## src/rtl/apple2_ram_pkg.sv

```systemverilog
// Shared types and defaults for the Apple II main-RAM arbiter.
// Holds the arbiter state encoding and the clear-sweep defaults.
package apple2_ram_pkg;

    localparam int RAM_AW = 18;

    typedef enum logic [1:0] {
        RST,
        CLEAR,
        IDLE,
        ACK
    } state_t;

    localparam logic [RAM_AW-1:0] DEF_CLR_BASE = 18'h00000;
    localparam logic [RAM_AW-1:0] DEF_CLR_LAST = 18'h3FFFF;
    localparam logic [7:0]        DEF_FILL     = 8'h00;

endpackage

```

## src/rtl/apple2_ram_arb.sv

```systemverilog
// Main-RAM arbiter: clear sweep, core slot pass-through, host DMA.
// The sweep holds the CPU off until the configured range is filled.
module apple2_ram_arb
    import apple2_ram_pkg::*;
#(
    parameter logic [RAM_AW-1:0] CLR_BASE = DEF_CLR_BASE,
    parameter logic [RAM_AW-1:0] CLR_LAST = DEF_CLR_LAST,
    parameter logic [7:0]        FILL     = DEF_FILL
) (
    input  logic              CLK_14M,
    input  logic              RESET_N,
    input  logic              cold_start,
    input  logic              core_slot,
    input  logic              core_we,
    input  logic [RAM_AW-1:0] core_addr,
    input  logic [7:0]        core_di,
    input  logic              core_aux,
    input  logic              dma_req,
    input  logic              dma_we,
    input  logic [RAM_AW-1:0] dma_addr,
    input  logic [7:0]        dma_di,
    input  logic              dma_aux,
    output logic              dma_ack,
    output logic [7:0]        dma_do,
    output logic              core_hold,
    output logic              ram_we,
    output logic [RAM_AW-1:0] ram_addr,
    output logic [7:0]        ram_di,
    output logic              ram_aux,
    input  logic [15:0]       ram_do
);

    state_t            state;
    state_t            state_nx;
    logic [RAM_AW-1:0] clr_addr;
    logic [RAM_AW-1:0] clr_addr_nx;
    logic              aux_q;
    logic              aux_nx;
    logic              we_q;
    logic              we_nx;
    logic [7:0]        do_q;
    logic [7:0]        do_nx;
    logic [7:0]        rd_byte;

    // Bank select for DMA read data, using the bank latched at grant.
    assign rd_byte = aux_q ? ram_do[15:8] : ram_do[7:0];

    // State, sweep pointer, latched DMA attributes and read-data holder.
    always_ff @(posedge CLK_14M or negedge RESET_N) begin
        if (!RESET_N) begin
            state    <= RST;
            clr_addr <= CLR_BASE;
            aux_q    <= 1'b0;
            we_q     <= 1'b0;
            do_q     <= 8'h00;
        end else begin
            state    <= state_nx;
            clr_addr <= clr_addr_nx;
            aux_q    <= aux_nx;
            we_q     <= we_nx;
            do_q     <= do_nx;
        end
    end

    // Next-state logic and the RAM output mux.
    always_comb begin
        state_nx    = state;
        clr_addr_nx = clr_addr;
        aux_nx      = aux_q;
        we_nx       = we_q;
        do_nx       = do_q;
        ram_we      = 1'b0;
        ram_addr    = core_addr;
        ram_di      = core_di;
        ram_aux     = core_aux;
        core_hold   = 1'b0;
        dma_ack     = 1'b0;
        dma_do      = do_q;
        unique case (state)
            RST: begin
                core_hold   = 1'b1;
                clr_addr_nx = CLR_BASE;
                state_nx    = CLEAR;
            end
            CLEAR: begin
                core_hold = 1'b1;
                ram_we    = 1'b1;
                ram_addr  = clr_addr;
                ram_di    = FILL;
                ram_aux   = 1'b0;
                if (cold_start) begin
                    clr_addr_nx = CLR_BASE;
                end else if (clr_addr == CLR_LAST) begin
                    state_nx = IDLE;
                end else begin
                    clr_addr_nx = clr_addr + 18'd1;
                end
            end
            IDLE: begin
                // A grant is suppressed when a sweep is about to start,
                // since its ACK would never be delivered.
                if (core_slot) begin
                    ram_we = core_we;
                end else if (dma_req && !cold_start) begin
                    ram_we   = dma_we;
                    ram_addr = dma_addr;
                    ram_di   = dma_di;
                    ram_aux  = dma_aux;
                    aux_nx   = dma_aux;
                    we_nx    = dma_we;
                    state_nx = ACK;
                end
                if (cold_start) begin
                    state_nx    = CLEAR;
                    clr_addr_nx = CLR_BASE;
                end
            end
            ACK: begin
                dma_ack = 1'b1;
                if (!we_q) begin
                    dma_do = rd_byte;
                    do_nx  = rd_byte;
                end
                if (core_slot) begin
                    ram_we = core_we;
                end
                state_nx = IDLE;
                if (cold_start) begin
                    state_nx    = CLEAR;
                    clr_addr_nx = CLR_BASE;
                end
            end
            default: begin
                state_nx = RST;
            end
        endcase
    end

endmodule
```

## config.mk

```make
export PLATFORM = sky130hd
export DESIGN_NAME = apple2_ram_arb
export DESIGN_NICKNAME = d
export VERILOG_FILES = /design/src/rtl/apple2_ram_pkg.sv /design/src/rtl/apple2_ram_arb.sv
export SDC_FILE = /design/constraint.sdc
export NUM_CORES = 1
export LEC_CHECK = 0
export BUFFER_PORTS_ARGS = -buffer_cell sky130_fd_sc_hd__buf_2
export CAP_MARGIN = 15
export CORE_AREA = 4 4 76 78
export CTS_CLUSTER_DIAMETER = 120
export DETAILED_ROUTE_END_ITERATION = 8
export DIE_AREA = 0 0 80 82
export GPL_TIMING_DRIVEN = 0
export PLACE_DENSITY = 0.89
export SLEW_MARGIN = 30
export SYNTH_ARGS = -nofsm -noshare
export SYNTH_HDL_FRONTEND = slang
export SYNTH_SLANG_ARGS = --single-unit
```

## constraint.sdc

```tcl
create_clock -name CLK_14M -period 2.5 [get_ports CLK_14M]
set_clock_uncertainty 0.05 [all_clocks]
set_input_delay 0.125 -clock CLK_14M [delete_from_list [all_inputs] [get_ports CLK_14M]]
set_output_delay 0.125 -clock CLK_14M [all_outputs]
set_load 0.005 [all_outputs]
```

# Word level (Yosys, flattened, before mapping)

Index checks and enable logic that the tools add are counted.

Word-level logic and storage cells: 54
Output and inout port bits: 38
Bits of input ports: 77
Bits in registers: 30

Add/sub/neg operators: 1
Muxes and demuxes: 29
Reduce and logical (&&, ||, !) cells: 8
Bitwise logic cells: 1
Eq/ne operators: 10

Operators with widths:

| kind                                                   | number |
|---|---|
| two-way mux 18 bit                                     | 5 |
| one-hot mux 18 bit (3 select lines)                    | 1 |
| two-way mux 8 bit                                      | 5 |
| one-hot mux 18 bit (2 select lines)                    | 1 |
| adder 18 x 1 -> 18 bit (second input constant)         | 1 |
| == test 18 bit (second input constant)                 | 1 |
| one-hot mux 8 bit (2 select lines)                     | 1 |
| two-way mux 2 bit                                      | 6 |
| inequality test 3 bit (second input constant)          | 3 |
| one-hot mux 2 bit (4 select lines)                     | 1 |
| two-way mux 1 bit                                      | 7 |
| == test 2 bit (second input constant)                  | 2 |
| inequality test 2 bit (second input constant)          | 2 |
| AND reduction 4 bit                                    | 1 |
| OR reduction 2 bit                                     | 2 |
| one-hot mux 1 bit (3 select lines)                     | 1 |
| AND reduction 3 bit                                    | 1 |
| == test 2 x 1 -> 1 bit (second input constant)         | 1 |
| logical NOT 2 bit                                      | 1 |
| inequality test 2 x 1 -> 1 bit (second input constant) | 1 |
| one-hot mux 1 bit (2 select lines)                     | 1 |
| AND reduction 2 bit                                    | 1 |
| logical AND 1 bit                                      | 1 |
| logical NOT 1 bit                                      | 1 |
| NOT 1 bit                                              | 1 |

# Longest topological paths before layout

Depth after elaboration: 6
Gate-level depth with buffers: 8
Mapped depth without buffers: 7

# Worst setup path after synthesis

Ideal clock, no wire load.

Path type: register to output
Start: register state[1]
End: output ram_addr[10]
Setup slack: 0.322 ns
Data required time: 2.325 ns
Cell stages (with the launch flop): 8
Arrival: 2.003 ns
Buffers on the path: 2
Cells stage by stage: dfrtp_1 inv_1 ha_1 nor3b_1 buf_2 nor2_1 clkbuf_1 a22o_1

Longest elaborated chain between the ends: 2
Elaborated cells between the ends (all ways): 3
Classes of those cells: eq/ne (2); mux (1)

RTL lines:

| what                                                    | RTL line             | text |
|---|---|---|
| from (decl)                                             | apple2_ram_arb.sv:33 | `state_t state;` |
| from (signal assigned)                                  | apple2_ram_arb.sv:57 | `state <= state_nx;` |
| == test 2 bit or == test 2 x 1 -> 1 bit (tied branches) | apple2_ram_arb.sv:79 | `unique case (state)` |
| one-hot mux 18 bit (2 select lines) (*)                 | apple2_ram_arb.sv:79 |  |
| to (decl)                                               | apple2_ram_arb.sv:27 | `output logic [RAM_AW-1:0] ram_addr,` |

Mark *: on every way between the ends. The rest lies on a longest branch, timed or not.

# Worst setup path in the final report

Start: register state[0]
End: register clr_addr[3]

Longest elaborated chain between the ends: 4
Elaborated cells between the ends (all ways): 9
Classes of those cells: eq/ne (5); mux (1); reduce/logical (3)

RTL lines:

| what                                            | RTL line             | text |
|---|---|---|
| == test 2 bit                                   | apple2_ram_arb.sv:79 |  |
| OR reduction 2 bit (no source line)             | -                    |  |
| inequality test 2 x 1 -> 1 bit (no source line) | -                    |  |
| AND reduction 2 bit (no source line)            | -                    |  |
| to (signal assigned)                            | apple2_ram_arb.sv:58 | `clr_addr <= clr_addr_nx;` |
| to (decl)                                       | apple2_ram_arb.sv:35 | `logic [RAM_AW-1:0] clr_addr;` |

Parallel ways exist; a longest one is shown, timed or not.
A chain may end at the register's enable or synchronous reset.

==> metrics <==
Crit. End Element=flip-flop; CTS sink cnt=30; Yosys reg bits=30; headroom to the max-slew limit=52.0%; antenna violations before repair=0; post-route ant nets=0; via count=2,745; switching power=1460 µW; Final HPWL DP=6100 µm; Seq pwr share=20.4%; vias per cell=5.83; Cell Pwr Density=1020 nW/µm²; Ant. Diodes=0; CP Launch Point=state[0]$_DFFE_PN0P_; proportion of layout cells with a drive suffix above 1=39.2%; clock power share=11.6%; Clk Tree Root Cell=clkbuf_8; fin area=3140 µm²; Hold Path Class=in -> reg; max-slew violations=0; min-delay src=dma_aux; Hold Vio Cnt, Final=0; status=completed; Clk pin slew, worst setup/hold paths=0.07 ns; crit path DAT=2.56 ns; # H-tree levels=2; yosys synthesis warning count=0; Avg Cell Area, Syn=8.46 µm²; port bufs=114; RSZ-0062 raised after global routing=false; # setup viols final=0; sw frac=45.7%; TritonCTS clock tree=done; crit path launch type=flip-flop; total core area=5070 µm²; fmax=0.415 GHz; Synth async-reset ratio=100%; DIE HEIGHT=82 µm; Synth area leaders=dfrtp_1, a22o_1, mux2i_1; Nets=484; grt ovf=0; Die Width=80 µm; Ports=115; routed length per placed instance=17.2 µm; Filler cells=453; Reg2Reg Launch Point=state[0]$_DFFE_PN0P_; GP Congestion=0.924; worst setup path category=reg -> reg; final wirelength=8120 µm; Final min period=2.41 ns; placement row count=26; TritonCTS buffer count=5; EDFF count, synth=0; synthesis-to-finish area growth=36.8%; vias in the first global route=2,502; Slew @ Worst Pin=0.713 ns; Max-cap violations=0; Mapped Nets=354; first-pass GRT wire length=12,200 µm; full die area=6560 µm²; register area share after synthesis=32.8%; Final Total Pwr=3190 µW; leakage=0.00151 µW; Post-Syn Area=2290 µm²; maximum vdd drop=0.513 mV; global-route usage over all layers=23.6%; Cell variety after synth=44; First-pass DRT Iterations=5; Crit Path Max Fanout=9; First DRT Iteration DRCs=335; Cells after Synth=271; initial core utilization=45.2%; WP data required=2.65 ns; Synth top area share=32.8%; dominant synthesized flop cell=dfrtp_1; worst skew pair latency=0.28 ns; drt drc=0; area leader, netlist=dfrtp_1; Cell Area, Placed=2950 µm²; Power Internal=1740 µW; largest net degree at the start of global routing=31; combinational power share=68.0%; Clock Path Buffers=2; post-route clock period utilization=96.3%
critical path, stage by stage, from the launching register on:
cell and delay, ns:
dfrtp_1 0.42, inv_1 0.12, ha_1 0.27, nor2_1 0.30
nand2_1 0.24, o21bai_2 0.34, or4_1 0.50, o21ai_1 0.10
what timing repair did:
item	CTS	global route
hold buffers	1	0
endpoints found under the setup margin	20	28
pin swaps	1	1
gates resized for setup	11	9
endpoints found under the hold margin	30	0
buffers inserted	1	7
final cells by class:
cell class / count / area, µm² / share of cell area [%]
repair buffers: 123 / 641 / 20.4
inverters: 9 / 33.8 / 1.08
clock buffers: 5 / 68.8 / 2.19
plain buffers: 20 / 151 / 4.83
well taps: 70 / 87.6 / 2.79
multi-input cells: 212 / 1390 / 44.4
flip-flops and latches: 30 / 752 / 24.0
clock inverters: 2 / 10.0 / 0.319
through the flow:
step | hold WS, ns | setup slack (ns) | cells | util, % | TNS [ns]
2_1_floorplan | -0.221 | 0.322 | 271 | - | 0
3_3_place_gp | 0.147 | -0.246 | 455 | 58.1 | -2.29
3_5_place_dp | 0.157 | -0.277 | 455 | 58.1 | -2.62
4_1_cts | 0.0399 | 0.0683 | 464 | 60.5 | 0
5_1_grt | 0.0373 | 0.00317 | 471 | 61.8 | 0
6_report | 0.0439 | 0.0922 | 471 | 61.8 | 0
layer usage:
layer | share of wire, % | global-route usage [%] | up-vias
met5 | 0 | 0 | -
met4 | 2.1 | 8.11 | 0
met3 | 8.4 | 5.26 | 16
met2 | 50 | 40.6 | 160
met1 | 39 | 29.0 | 1303
li1 | - | - | 1266
cell usage after synthesis, drive strengths merged (5+ instances only):
cell and instances:
a21oi 22, a22o 31, a31oi 5, buf 6
clkbuf 14, dfrtp 30, ha 6, inv 9
mux2i 17, nand2 26, nand3 6, nand4 7
nor2 24, o21ai 23, or3 5, or4 5
kinds of logic after synthesis:
logic type | Yosys count | synth area share, %
multiplexers | 18 | 7.91
buffers and inverters | 29 | 7.26
adder cells (fa/ha/maj) | 6 | 3.28
AO/OA/AOI/OAI | 96 | 28.9
flip-flops | 30 | 32.8
AND/OR/NAND/NOR | 92 | 19.9
flip-flops by register name, indices dropped and copies added, names as in the netlist:
register,cells
state,2
aux_q,1
we_q,1
clr_addr,18
do_q,8
layout by cell type (no fill, tap or decap), types with 3 or more instances in the layout:
cell        n
buf_2     115
a22o_1     31
dfrtp_1    29
nand2_1    26
nor2_1     23
o21ai_0    22
a21oi_1    22
mux2i_1    17
buf_4      12
inv_1       9
clkbuf_8    8
nand4_1     7
nand3_1     6
ha_1        6
a31oi_1     5
clkbuf_1    4
or3_1       4
or4_1       4
clkbuf_2    3
nor2b_1     3
clkbuf_4    3
or2_2       3
nor3_1      3
o41ai_1     3
power groups by stage:
stage | clock (µW) | combinational (µW) | sequential, µW
floorplan | 0 | 1190 | 642
global placement | 0 | 1900 | 651
detailed placement | 0 | 1950 | 658
CTS | 370 | 2040 | 649
global route | 399 | 2350 | 663
finish | 369 | 2170 | 653
final timing paths:
kind                                                 end  slack (ns)  cells past startpoint
worst max-delay path             clr_addr[3]$_DFFE_PN0P_        0.09                      7
worst min-delay path                   aux_q$_DFFE_PN0P_        0.04                      2
worst max register to register   clr_addr[3]$_DFFE_PN0P_        0.09                      7
worst min register to register         do_q[0]$_DFF_PN0_        0.45                      2
max in group asynchronous           state[1]$_DFFE_PN0P_        1.54                      2
min in group asynchronous       clr_addr[15]$_DFFE_PN0P_        0.37                      2
No activity file was read; power rests on OpenSTA's default activity.
